$ cat config.mk
export PLATFORM = sky130hd
export DESIGN_NAME = int_to_fp
export DESIGN_NICKNAME = d
export VERILOG_FILES = /design/src/rtl/fpu_fmt_pkg.sv /design/src/rtl/int_to_fp.sv
export SDC_FILE = /design/constraint.sdc
export NUM_CORES = 1
export LEC_CHECK = 0
export ABC_AREA = 1
export BUFFER_PORTS_ARGS = -buffer_cell sky130_fd_sc_hd__buf_2
export CORE_MARGIN = 1
export CORE_UTILIZATION = 55
export CTS_CLUSTER_DIAMETER = 100
export DETAILED_ROUTE_END_ITERATION = 7
export GPL_ROUTABILITY_DRIVEN = 0
export GPL_TIMING_DRIVEN = 0
export PLACE_DENSITY_LB_ADDON = 0.3
export SYNTH_ARGS = -nofsm -noshare
export SYNTH_HDL_FRONTEND = slang
export SYNTH_SLANG_ARGS = --single-unit
$ cat constraint.sdc
create_clock -name clock -period 2.2 [get_ports clock]
set_input_delay 0.44 -clock clock [delete_from_list [all_inputs] [get_ports clock]]
set_output_delay 0.44 -clock clock [all_outputs]
set_load 0.005 [all_outputs]
$ cat src/rtl/fpu_fmt_pkg.sv
// Shared format definitions for the custom 32-bit float: sign, 6-bit biased exponent, 25-bit fraction.
// Imported by the integer encoder and the floating-point adder.
package fpu_fmt_pkg;

    localparam int BIAS   = 31;
    localparam int EXP_W  = 6;
    localparam int MANT_W = 25;

    localparam int ST_ZERO    = 0;
    localparam int ST_INEXACT = 1;
    localparam int ST_NEG     = 2;

    typedef enum logic [1:0] {
        IDLE = 2'd0,
        NORM = 2'd1,
        PACK = 2'd2
    } state_t;

    function automatic logic [31:0] pack_float(
        input logic              sign,
        input logic [EXP_W-1:0]  exp_biased,
        input logic [MANT_W-1:0] frac
    );
        return {sign, exp_biased, frac};
    endfunction

endpackage

$ cat src/rtl/int_to_fp.sv
// Iterative signed-integer to custom-float encoder: one normalizing shift per clock,
// truncating rounding with an inexact flag for any fraction bits that fall off.
module int_to_fp
    import fpu_fmt_pkg::*;
(
    input  logic        clock,
    input  logic        reset,
    input  logic        start,
    input  logic [31:0] int_in,
    output logic        busy,
    output logic        done,
    output logic [31:0] data_out,
    output logic [3:0]  status_out
);

    localparam logic [EXP_W-1:0] BIAS_E = EXP_W'(BIAS);

    state_t             state_r;
    state_t             state_s;
    logic               busy_r;
    logic               done_r;
    logic [31:0]        data_r;
    logic [3:0]         status_r;
    logic               sign_r;
    logic [31:0]        mag_r;
    logic [EXP_W-1:0]   exp_r;
    logic               zero_s;
    logic               shift_s;

    assign zero_s  = (mag_r == 32'd0);
    assign shift_s = !zero_s && !mag_r[31];

    // Next-state decode; a zero magnitude leaves NORM at once so it never shifts forever.
    always_comb begin
        state_s = state_r;
        case (state_r)
            IDLE: begin
                if (start) begin
                    state_s = NORM;
                end else begin
                    state_s = IDLE;
                end
            end
            NORM: begin
                if (shift_s) begin
                    state_s = NORM;
                end else begin
                    state_s = PACK;
                end
            end
            PACK:    state_s = IDLE;
            default: state_s = IDLE;
        endcase
    end

    // State register; busy is registered from the next state so it tracks state != IDLE exactly.
    always_ff @(posedge clock or negedge reset) begin
        if (!reset) begin
            state_r <= IDLE;
            busy_r  <= 1'b0;
        end else begin
            state_r <= state_s;
            busy_r  <= (state_s != IDLE);
        end
    end

    // Datapath: operand capture, normalization shifts, and result packing.
    always_ff @(posedge clock or negedge reset) begin
        if (!reset) begin
            sign_r   <= 1'b0;
            mag_r    <= 32'd0;
            exp_r    <= '0;
            done_r   <= 1'b0;
            data_r   <= 32'd0;
            status_r <= 4'd0;
        end else begin
            done_r <= 1'b0;
            case (state_r)
                IDLE: begin
                    if (start) begin
                        sign_r <= int_in[31];
                        // -2^31 negates to itself, which is the correct unsigned magnitude.
                        mag_r  <= int_in[31] ? (32'd0 - int_in) : int_in;
                        exp_r  <= EXP_W'(31);
                    end else begin
                        mag_r <= mag_r;
                    end
                end
                NORM: begin
                    if (shift_s) begin
                        mag_r <= {mag_r[30:0], 1'b0};
                        exp_r <= exp_r - {{(EXP_W-1){1'b0}}, 1'b1};
                    end else begin
                        mag_r <= mag_r;
                    end
                end
                PACK: begin
                    done_r <= 1'b1;
                    if (zero_s) begin
                        data_r   <= 32'h0000_0000;
                        status_r <= 4'b0001;
                    end else begin
                        data_r                <= pack_float(sign_r, exp_r + BIAS_E, mag_r[30 -: MANT_W]);
                        status_r              <= 4'b0000;
                        status_r[ST_INEXACT]  <= |mag_r[5:0];
                        status_r[ST_NEG]      <= sign_r;
                        status_r[ST_ZERO]     <= 1'b0;
                    end
                end
                default: begin
                    done_r <= 1'b0;
                end
            endcase
        end
    end

    assign busy       = busy_r;
    assign done       = done_r;
    assign data_out   = data_r;
    assign status_out = status_r;

endmodule

After elaboration in Yosys (flattened, before gate mapping)
Cells that the tools add are included.
{"block": "op_classes", "addsub": 3, "mux": 13, "reduce_logical": 10, "n_eq_ne": 4}
{"cell": "32-bit two-way mux", "n": 4}
{"cell": "32-bit case mux with 2 select lines", "n": 1}
{"cell": "32-bit zero test", "n": 1}
{"cell": "1-bit by 32-bit subtractor with 32-bit output, first input constant", "n": 1}
{"cell": "6-bit two-way mux", "n": 2}
{"cell": "6-bit case mux with 2 select lines", "n": 1}
{"cell": "6-bit by 5-bit adder with 6-bit output, second input constant", "n": 1}
{"cell": "6-bit OR reduction", "n": 1}
{"cell": "6-bit by 1-bit subtractor with 6-bit output, second input constant", "n": 1}
{"cell": "2-bit != test, second input constant", "n": 2}
{"cell": "2-bit case mux with 2 select lines", "n": 1}
{"cell": "2-bit nonzero test", "n": 2}
{"cell": "3-bit two-way mux", "n": 1}
{"cell": "3-bit AND reduction", "n": 1}
{"cell": "2-bit by 1-bit == test with 1-bit output, second input constant", "n": 1}
{"cell": "2-bit == test, second input constant", "n": 1}
{"cell": "1-bit zero test", "n": 2}
{"cell": "2-bit zero test", "n": 1}
{"cell": "1-bit two-way mux", "n": 2}
{"cell": "2-bit two-way mux", "n": 1}
{"cell": "2-bit AND reduction", "n": 1}
{"cell": "1-bit logical AND", "n": 1}
{"block": "totals", "out_inout_bits": 38, "in_bits": 35, "ff_bits": 79}

Longest topological paths before layout
Gate-level depths: netlist of run 1.
{"block": "logic_depth", "word_depth": 6, "ltp_mapped": 12, "ltp_nobuf": 12}

Worst setup path after synthesis of run 1
OpenSTA, ideal clock, no wires.
{"block": "synth_path", "path_kind": "in2reg", "from": "input int_in[0]", "to": "register mag_r[28]", "path_stages": 11, "setup_time_ns": 0.117, "slack_ns": 0.656, "t_required_ns": 2.083, "arrival_ns": 1.427, "cell_sequence": "inv_1 ha_1 nand2_1 nor2_2 nand2_1 nand2_4 nand3_1 nand2_1 nand3_1 nand3_1 nand2_1"}
{"block": "synth_between", "elab_chain_cells": 4}
{"element": "start, declared", "line": "int_to_fp.sv:9", "text": "input logic [31:0] int_in,"}
{"element": "1-bit by 32-bit subtractor with 32-bit output", "line": "int_to_fp.sv:83", "text": "mag_r <= int_in[31] ? (32'd0 - int_in) : int_in;"}
{"element": "32-bit two-way mux", "line": "int_to_fp.sv:83"}
{"element": "32-bit two-way mux", "line": "int_to_fp.sv:80", "text": "if (start) begin"}
{"element": "32-bit case mux with 2 select lines", "line": "int_to_fp.sv:78", "text": "case (state_r)"}
{"element": "end signal, assigned", "line": "int_to_fp.sv:83"}
{"element": "end signal, assigned", "line": "int_to_fp.sv:86", "text": "mag_r <= mag_r;"}
{"element": "end signal, assigned", "line": "int_to_fp.sv:91", "text": "mag_r <= {mag_r[30:0], 1'b0};"}
{"element": "end, declared", "line": "int_to_fp.sv:25", "text": "logic [31:0] mag_r;"}
Every way passes these cells. The select of a mux whose other input is x is not followed.
A chain may end at the register's enable or synchronous reset.

Worst setup path in the final report of run 1
{"block": "layout_path", "from": "register mag_r[28]", "to": "register mag_r[15]"}
{"block": "layout_between", "elab_chain_cells": 5}
{"element": "32-bit zero test", "line": "int_to_fp.sv:30", "text": "assign zero_s = (mag_r == 32'd0);"}
{"element": "1-bit zero test", "line": "int_to_fp.sv:31", "text": "assign shift_s = !zero_s && !mag_r[31];"}
{"element": "1-bit logical AND", "line": "int_to_fp.sv:31"}
{"element": "2-bit != test (no source line)"}
{"element": "3-bit AND reduction (no source line)"}
Every way passes these cells.

==> metrics.txt, run 1 <==
HP Class=input pin to async pin; setup violators final=0; Max Cap Violations=0; CTS tree=done; CP Data Required Time=2.43 ns; Max-Slew Margin vs Limit=0.663; initial core utilization=0.575; Routed wire per std cell=roughly 14 microns; Seq/Total Area, Yosys=0.427; Antenna diodes=0; Syn-to-layout area delta=15.8%; leakage power=2.77 nW; clk sink count=77; Max H-tree Level=3; final WL=11.6 mm; via count of the first global-routing pass=4024; Synth Register Bits=77; largest net degree at the start of global routing=44; CP arrival=1.91 ns; pre-CTS setup slack=0.240 ns; PortBufs=70; share of the synthesized area in the top cell type=0.427; Peak VDD IR=between 0.0004 and 0.0005 V; Primary FF master, synth=dfrtp_1; routed vias=4519; layout cell share with drive strength beyond 1=0.197; Post-Syn Instances=640; CTS root buffer=clkbuf_8; initial antenna violation count=0; Core ar.=7850 sq um; yosys warns=0; die area=8560 sq um; Pre-antenna DRT Iters=5; GRT Util Overall=0.285; footprint of the multi-input gates=2160 sq um; CTS-repair resized insts=0; fmax=596 MHz; total CTS buffers=9; area leader, netlist=dfrtp_1; FP Rows=32; Area contributors post-synth=dfrtp_1 43%, nand2_1 17%, nand3_1 8.9%; Antenna Nets Post-Route=0; setup_tns=0 ns; Post-Syn Area=4510 sq um; Detailed Place HPWL=just under 9 mm; Seq. cell area=~1900 sq um; grt ovf=0; IO Count=73; Max Slew Vio Count=0; async set or reset register ratio after synthesis=1.00; Filler cells=709; Initial DRC Count=roughly 350; final hold viol count=0; die width=between 90 and 100 microns; worst skew pair latency=0.35 ns; Setup Crit Path Kind=flip-flop to flip-flop; Syn Nets=677; Layout Nets=between 700 and 800; post-route setup slack=0.522 ns; Post-Syn Area per Cell=7.05 sq um; number of flops mapped to enable cells by yosys=0; outcome=finished, final reports clean; vias per cell=5.46; Power Dens Cells=roughly 1300 nW/um^2; clock period minus worst slack=1.68 ns; WHS=0.0304 ns; Remaining DRCs=0; Critical Path Fanout Max=10; crit path launch type=flip-flop; Critical Path Sink Type=flip-flop; Tightest Pin Transition=0.505 ns; RSZ-0062 raised after global routing=false; fraction of the cycle the final worst path needs=0.763; post-synth cell types=31; postcts setup bufs=0; global-route wire length before repair=19.0 mm; CTS Buffer Depth=2; Die H=92.5 microns; hold buffers post-CTS=0; clk slew on worst S/H paths=0.08 ns; skew final=0.00741 ns
synthesized netlist by cell type, drive strengths merged, types with 2 or more instances:
master    n
a21oi    12
a22o      2
buf      17
clkbuf   11
dfrtp    77
ha        2
inv      69
nand2   211
nand3    85
nand3b    5
nand4     5
nor2     70
nor3      2
o21ai    59
o22ai     7
xnor2     3
kinds of logic (layout without fill, tap and decap cells):
| group | Yosys count | in the layout | share of synthesized area |
|---|---|---|---|
| and+or+nand+nor | 378 | 378 | 0.360 |
| buffers and inverters | 97 | 183 | 0.0941 |
| AOI/OAI and AO/OA | 81 | 81 | 0.105 |
| DFF | 77 | 77 | 0.427 |
| xor gates and xnor gates | 4 | 4 | 0.00777 |
| adders and majority gates | 2 | 2 | 0.00555 |
| other | 1 | 1 | 0.000832 |
per-stage QoR:
step	instance area [sq um]	utilization	total power, W	cells
after global routing	5220	0.665	0.00755	828
final	5220	0.665	0.00703	828
after CTS	5220	0.665	0.00701	828
after detailed placement	5010	0.638	0.00582	813
after floorplan	4510	-	0.00476	640
after global placement	4990	0.636	0.00568	812
registers in the layout, summed over array words and instances (netlist names):
register / cells
mag_r: 32
state_r: 2
busy: 1
exp_r: 6
data_out: 32
done: 1
sign_r: 1
status_out: 2
layout by cell type, fill, tap and decap left out, types with 4 or more instances in the layout:
master	Yosys	layout
buf_6	5	5
clkbuf_1	11	11
nand3_2	4	4
buf_2	6	75
nand4_1	5	5
nand3_1	80	80
o21ai_2	11	11
dfrtp_1	77	77
o21ai_0	42	42
o22ai_1	6	6
nand2_1	208	208
nor2_1	65	65
inv_2	17	17
buf_4	4	5
inv_1	52	52
clkbuf_8	0	10
nand3b_1	5	5
o21ai_1	6	6
nor2_2	5	5
a21oi_1	12	12
per-layer routing:
metal | routed length [microns] | GRT usage | vias to the layer above | part of all wire
met4 | 297 | 0.113 | 0 | 0.026
met3 | 862 | 0.0411 | 27 | 0.074
li1 | - | - | 2209 | -
met2 | 5240 | 0.428 | 201 | 0.45
met1 | 5180 | 0.416 | 2082 | 0.45
met5 | 0 | 0 | - | 0
worst paths after layout:
kind                                 to  slack, ns       from  cells after the start
min                        data_out[17]       0.03      reset                      1
max                           mag_r[15]       0.52  mag_r[28]                     11
max reg2reg                   mag_r[15]       0.52  mag_r[28]                     11
min reg2reg                data_out[25]       0.47   exp_r[0]                      1
min in group clock             mag_r[0]       0.44  int_in[0]                      3
max in group asynchronous   data_out[4]       1.59      reset                      2
worst max-delay path, cell delays in order (launching register included):
cell and delay (ns):
dfrtp_1 0.41, inv_1 0.09, nand2_1 0.06, nor2_1 0.11
nand2_1 0.06, nor2_1 0.16, nand2_2 0.13, nand3_4 0.12
nand2_4 0.09, buf_6 0.17, nand2_1 0.08, nand2_1 0.07
layout make-up:
class | count | area share
Sequential cell | 77 | 0.369
Inverter | 69 | 0.0496
Multi-Input combinational cell | 466 | 0.413
Tap cell | 102 | 0.0244
Clock buffer | 10 | 0.0264
Buffer | 28 | 0.0316
Timing Repair Buffer | 71 | 0.0714
Clock inverter | 5 | 0.0144
report_power, final:
part | leakage, nW | total [W] | switching (W) | internal [W]
logic | 1.72 | 0.00340 | 0.00212 | 0.00128
clock network | 0.112 | 0.00116 | 0.000506 | 0.000657
registers | 0.939 | 0.00247 | 0.000381 | 0.00209
total | 2.77 | 0.00703 | 0.00301 | 0.00402
Note: power is estimated with default switching activity, not from simulation.
==> run 2: changes to the inputs <==
Clock period 2.2 ns to 1.6 ns, I/O delays scaled along.
==> run 2 against run 1 <==
The run now ends with setup timing left. Die area unchanged. Hold slack improved by 0.29 ns. Total power increased by 60%. Cell area increased by 8.5%. Sequential power increased by 39%. Largest cell class unchanged.
==> metrics.txt, run 2 (same netlist as run 1, synthesis figures left out) <==
initial antenna violation count=0 (unchanged); Max-Slew Margin vs Limit=0.657 (-0.00626); clk sink count=77 (unchanged); Core ar.=7850 sq um (unchanged); Antenna diodes=0 (unchanged); Detailed Place HPWL=8.79 mm (unchanged); slowest stage delay, CP=0.44 ns (+0.03 ns); PortBufs=70 (unchanged); Antenna Nets Post-Route=0 (unchanged); HP Class=input pin to flip-flop; IO Count=73 (unchanged); worst skew pair latency=0.35 ns (about the same); Layout Nets=783 (+3.2%); WP buf/inv=1 (-1); Pre-antenna DRT Iters=5 (unchanged); skew final=0.0114 ns (+0.00400 ns); post-route insts no fill=852 (+2.9%); GRT Util Overall=0.288 (+0.00267); clock period minus worst slack=1.79 ns (+0.114 ns); leakage power=2.98 nW (+7.5%); setup_tns=-5.63 ns (-5.63 ns); CP most frequent cell=nand2_2; most frequent cells in the layout=185 x nand2_1, 77 x dfrtp_1, 75 x buf_2, 73 x nand3_1, 57 x nor2_1; fmax=558 MHz (-6.3%); via count of the first global-routing pass=4055 (+0.77%); Final Instance Area=5660 sq um (+8.5%); FP Rows=32 (unchanged); setup violators final=42 (+42); CP top delay family=simple AND/OR/NAND/NOR gates; Critical Path Fanout Max=6 (-4); initial core utilization=0.575 (unchanged); Max H-tree Level=3 (unchanged); fin util=0.722 (+0.0563); Tightest Pin Transition=0.513 ns (+0.00814 ns); CP arrival=2.04 ns (+0.13 ns); clk slew on worst S/H paths=0.08 ns (about the same); Routed wire per std cell=15.4 microns (+10%); die area=8560 sq um (unchanged); fraction of the cycle the final worst path needs=1.12 (+0.357); failing checks=setup timing; Initial DRC Count=557 (+61%); CTS tree=done; routed vias=4746 (+5.0%); largest net degree at the start of global routing=44 (unchanged); Max Slew Vio Count=0 (unchanged); Critical Path Sink Type=flip-flop; crit path launch type=flip-flop; global-route wire length before repair=19.1 mm (+0.91%); grt ovf=0 (unchanged); Remaining DRCs=0 (unchanged); commonest non-fill, non-tap cell in the layout=nand2_1; Power Dens Cells=1990 nW/um^2 (+48%); die width=92.5 microns (unchanged); CP Data Required Time=1.85 ns (-0.58 ns); vias per cell=5.57 (+2.1%); CTS root buffer=clkbuf_8; layout cell share with drive strength beyond 1=0.280 (+0.0830); RSZ-0062 raised after global routing=true; final hold viol count=0 (unchanged); final WL=13.1 mm (+13%); CTS Buffer Depth=2 (unchanged); post-route setup slack=-0.192 ns (-0.714 ns); Filler cells=595 (-16%); Max Cap Violations=0 (unchanged); Setup Crit Path Kind=flip-flop to flip-flop; total CTS buffers=9 (unchanged); worst-path cell chain=nor2_1 -> nand4_1 -> nor2_2 -> nand2_2 -> nand3_4 -> nand2_8 -> clkbuf_16 -> nand2_2 -> o21ai_2; outcome=finished, violations left; Placed Cells=813 (unchanged); Worst path slowest cell=dfrtp_1; Syn-to-layout area delta=25.6%; Peak VDD IR=0.000812 V (+71%); Placed Area=5010 sq um (unchanged); Die H=92.5 microns (unchanged)
-- run 2: changes by cell type in the layout (fill, tap and decap cells not counted), sizes merged --
| cell | delta |
|---|---|
| buf | +17 |
| dlygate4sd3 | +1 |
| clkbuf | +5 |
| nand2 | +1 |
-- run 2: report_power, final --
part           total, W  internal [W]  switching [W]
registers       0.00343       0.00287       0.000563
clock network   0.00161      0.000904       0.000705
logic           0.00622       0.00254        0.00368
-- run 2: path summary, 6_finish.rpt --
| kind | to | start | slack, ns | cells past startpoint |
|---|---|---|---|---|
| min in group asynchronous | mag_r[16] | reset | 0.46 | 2 |
| worst max register to register | mag_r[8] | mag_r[16] | -0.19 | 9 |
| worst max-delay path | mag_r[8] | mag_r[16] | -0.19 | 9 |
| worst min-delay path | mag_r[0] | int_in[0] | 0.32 | 3 |
| max in group asynchronous | data_out[26] | reset | 0.57 | 3 |
| worst min register to register | data_out[25] | exp_r[0] | 0.46 | 1 |
-- run 2: metrics by stage --
stage | total power (W) | setup WS, ns | hold WS, ns
after floorplan | 0.00654 | 0.176 | 0.0244
after global placement | 0.00781 | -0.237 | 0.452
after detailed placement | 0.00800 | -0.240 | 0.303
after CTS | 0.00975 | -0.00810 | 0.311
after global routing | 0.0119 | -0.250 | 0.328
final | 0.0113 | -0.192 | 0.316
-- run 2: worst register-to-register path, stage by stage (launching register included) --
cell and delay (ns):
dfrtp_1 0.44, nor2_1 0.15, nand4_1 0.16, nor2_2 0.18, nand2_2 0.12, nand3_4 0.17, nand2_8 0.11, clkbuf_16 0.21
nand2_2 0.09, o21ai_2 0.07
-- run 2: final cells by class --
class	instances	area, sq um	area share
inverter	69	259	0.0457
clock inverter	5	75.1	0.0133
multi-input combinational	467	2340	0.413
clock buffer	10	138	0.0243
buffer	28	181	0.0320
timing repair buffer	94	618	0.109
tap	102	128	0.0225
sequential	77	1930	0.340
-- run 2: routing by layer --
metal / global-route usage / part of all wire
met5: 0 / 0
met4: 0.112 / 0.037
met3: 0.0402 / 0.072
met2: 0.435 / 0.46
met1: 0.418 / 0.43
-- run 2: repair_timing --
action | CTS | global route
endpoints found under the setup margin | 37 | 42
hold buffers | 1 | 0
buffers inserted | 5 | 13
resized for setup | 2 | 56
hold endpoints to repair | 34 | 0
pin swaps | 2 | 16
cloned | 0 | 5
==> run 3: changes to the inputs <==
Settings changed: SKIP_LAST_GASP set to 1.
==> run 3 against run 2 <==
The run still ends with setup timing left. Core utilization about the same. Die area is the same. Clock skew decreased by 0.0012 ns. Register-to-register slack hardly changed. Sequential cell count stayed put. Non-clock buffer count is the same. Sequential power about the same.
==> metrics.txt, run 3 (same netlist as run 1, synthesis figures left out) <==
routed vias=4765 (+0.40%); Initial DRC Count=562 (+0.90%); Tightest Pin Transition=0.513 ns (-0.000561 ns); fmax=561 MHz (+0.45%); RSZ-0062 raised after global routing=true; failing checks=setup timing; worst skew pair latency=0.35 ns (about the same); via count of the first global-routing pass=4055 (unchanged); Power Dens Cells=1990 nW/um^2 (+0.10%); CP most frequent cell=nand2_2; final WL=13.2 mm (+0.37%); die width=92.5 microns (unchanged); CP top delay family=simple AND/OR/NAND/NOR gates; Antenna diodes=0 (unchanged); FP Rows=32 (unchanged); Setup Crit Path Kind=flip-flop to flip-flop; HP Class=input pin to flip-flop; outcome=finished, violations left; vias per cell=5.59 (+0.40%); slowest stage delay, CP=0.44 ns (about the same); WP buf/inv=1 (unchanged); largest net degree at the start of global routing=44 (unchanged); CP arrival=2.03 ns (about the same); crit path launch type=flip-flop; grt ovf=0 (unchanged); PortBufs=70 (unchanged); commonest non-fill, non-tap cell in the layout=nand2_1; post-route insts no fill=852 (unchanged); clock period minus worst slack=1.78 ns (-0.00808 ns); Worst path slowest cell=dfrtp_1; most frequent cells in the layout=185 x nand2_1, 77 x dfrtp_1, 75 x buf_2, 73 x nand3_1, 57 x nor2_1; Detailed Place HPWL=8.79 mm (unchanged); Peak VDD IR=0.000813 V (+0.17%); Die H=92.5 microns (unchanged); Max Slew Vio Count=0 (unchanged); Layout Nets=783 (unchanged); skew final=0.0102 ns (-0.00124 ns); Max Cap Violations=0 (unchanged); initial core utilization=0.575 (unchanged); Max-Slew Margin vs Limit=0.657 (about the same); post-route setup slack=-0.184 ns (+0.00809 ns); setup violators final=42 (unchanged); CTS tree=done; worst-path cell chain=nor2_1 -> nand4_1 -> nor2_2 -> nand2_2 -> nand3_4 -> nand2_8 -> clkbuf_16 -> nand2_2 -> o21ai_2; Remaining DRCs=0 (unchanged); leakage power=2.98 nW (about the same); Max H-tree Level=3 (unchanged); total CTS buffers=9 (unchanged); Critical Path Sink Type=flip-flop; GRT Util Overall=0.288 (unchanged); layout cell share with drive strength beyond 1=0.279 (-0.00133); Worst R2R Setup Slack=-0.18 ns (about the same); Syn-to-layout area delta=25.6% (about the same); Core ar.=7850 sq um (unchanged); Antenna Nets Post-Route=0 (unchanged); CP Data Required Time=1.85 ns (about the same); WHS=0.316 ns (-0.0000770 ns); IO Count=73 (unchanged); final hold viol count=0 (unchanged); initial antenna violation count=0 (unchanged); Filler cells=596 (+0.17%); fraction of the cycle the final worst path needs=1.11 (-0.00505); clk sink count=77 (unchanged); Pre-antenna DRT Iters=5 (unchanged); CTS root buffer=clkbuf_8; Routed wire per std cell=15.5 microns (+0.37%); Critical Path Fanout Max=6 (unchanged); Placed Cells=813 (unchanged); CTS Buffer Depth=2 (unchanged); global-route wire length before repair=19.1 mm (unchanged); clk slew on worst S/H paths=0.08 ns (about the same); die area=8560 sq um (unchanged)
==> run 3: worst paths after layout <==
check,startpoint,cells after the start,end
worst max register to register,mag_r[16],9,mag_r[8]
worst min-delay path,int_in[0],3,mag_r[0]
min in group asynchronous,reset,2,mag_r[16]
worst min register to register,exp_r[0],1,data_out[25]
worst max-delay path,mag_r[16],9,mag_r[8]
max in group asynchronous,reset,3,data_out[26]
==> run 3: report_power, final <==
group | internal (W) | leakage [nW] | switching, W
sequential | 0.00287 | 0.939 | 0.000565
clock | 0.000904 | 0.112 | 0.000709
combinational | 0.00254 | 1.92 | 0.00368
total | 0.00631 | 2.98 | 0.00496
==> run 3: cell type report <==
type | count | area [sq um] | area share
clock buffers | 10 | 138 | 0.0243
clock inverters | 5 | 75.1 | 0.0133
multi-input cells | 467 | 2340 | 0.413
inverters | 69 | 259 | 0.0457
well taps | 102 | 128 | 0.0225
plain buffers | 28 | 180 | 0.0318
repair buffers | 94 | 618 | 0.109
flip-flops and latches | 77 | 1930 | 0.340
==> run 3: routing by layer <==
layer	global-route usage	share of wire	up-vias
met5	0	0	-
met4	0.112	0.035	0
met3	0.0402	0.073	48
met2	0.435	0.47	249
met1	0.418	0.43	2214
li1	-	-	2254
==> run 3: per-stage QoR <==
step                      setup TNS (ns)  total power, W  worst slack [ns]  utilization  instance area [sq um]
after global routing               -8.11          0.0119            -0.250        0.722                   5660
after global placement            -19.51         0.00781            -0.237        0.636                   4990
after floorplan                        0         0.00654             0.176            -                   4510
after detailed placement           -2.18         0.00800            -0.240        0.638                   5010
after CTS                       -0.00810         0.00975          -0.00810        0.672                   5280
final                              -5.25          0.0113            -0.184        0.722                   5660
==> run 3: tightest hold or removal path: cells and delay by family <==
| kind | cells | cell delay [ns] |
|---|---|---|
| AOI/OAI and AO/OA | 1 | 0.09 |
| buffers and inverters | 2 | 0.22 |
==> run 3: timing repair <==
item                                    CTS  global route
resized for setup                         2            55
hold buffers                              1             0
setup buffers                             5            13
cloned                                    0             5
endpoints found under the hold margin    34             0
endpoints found under the setup margin   37            42
pin swaps                                 2            15
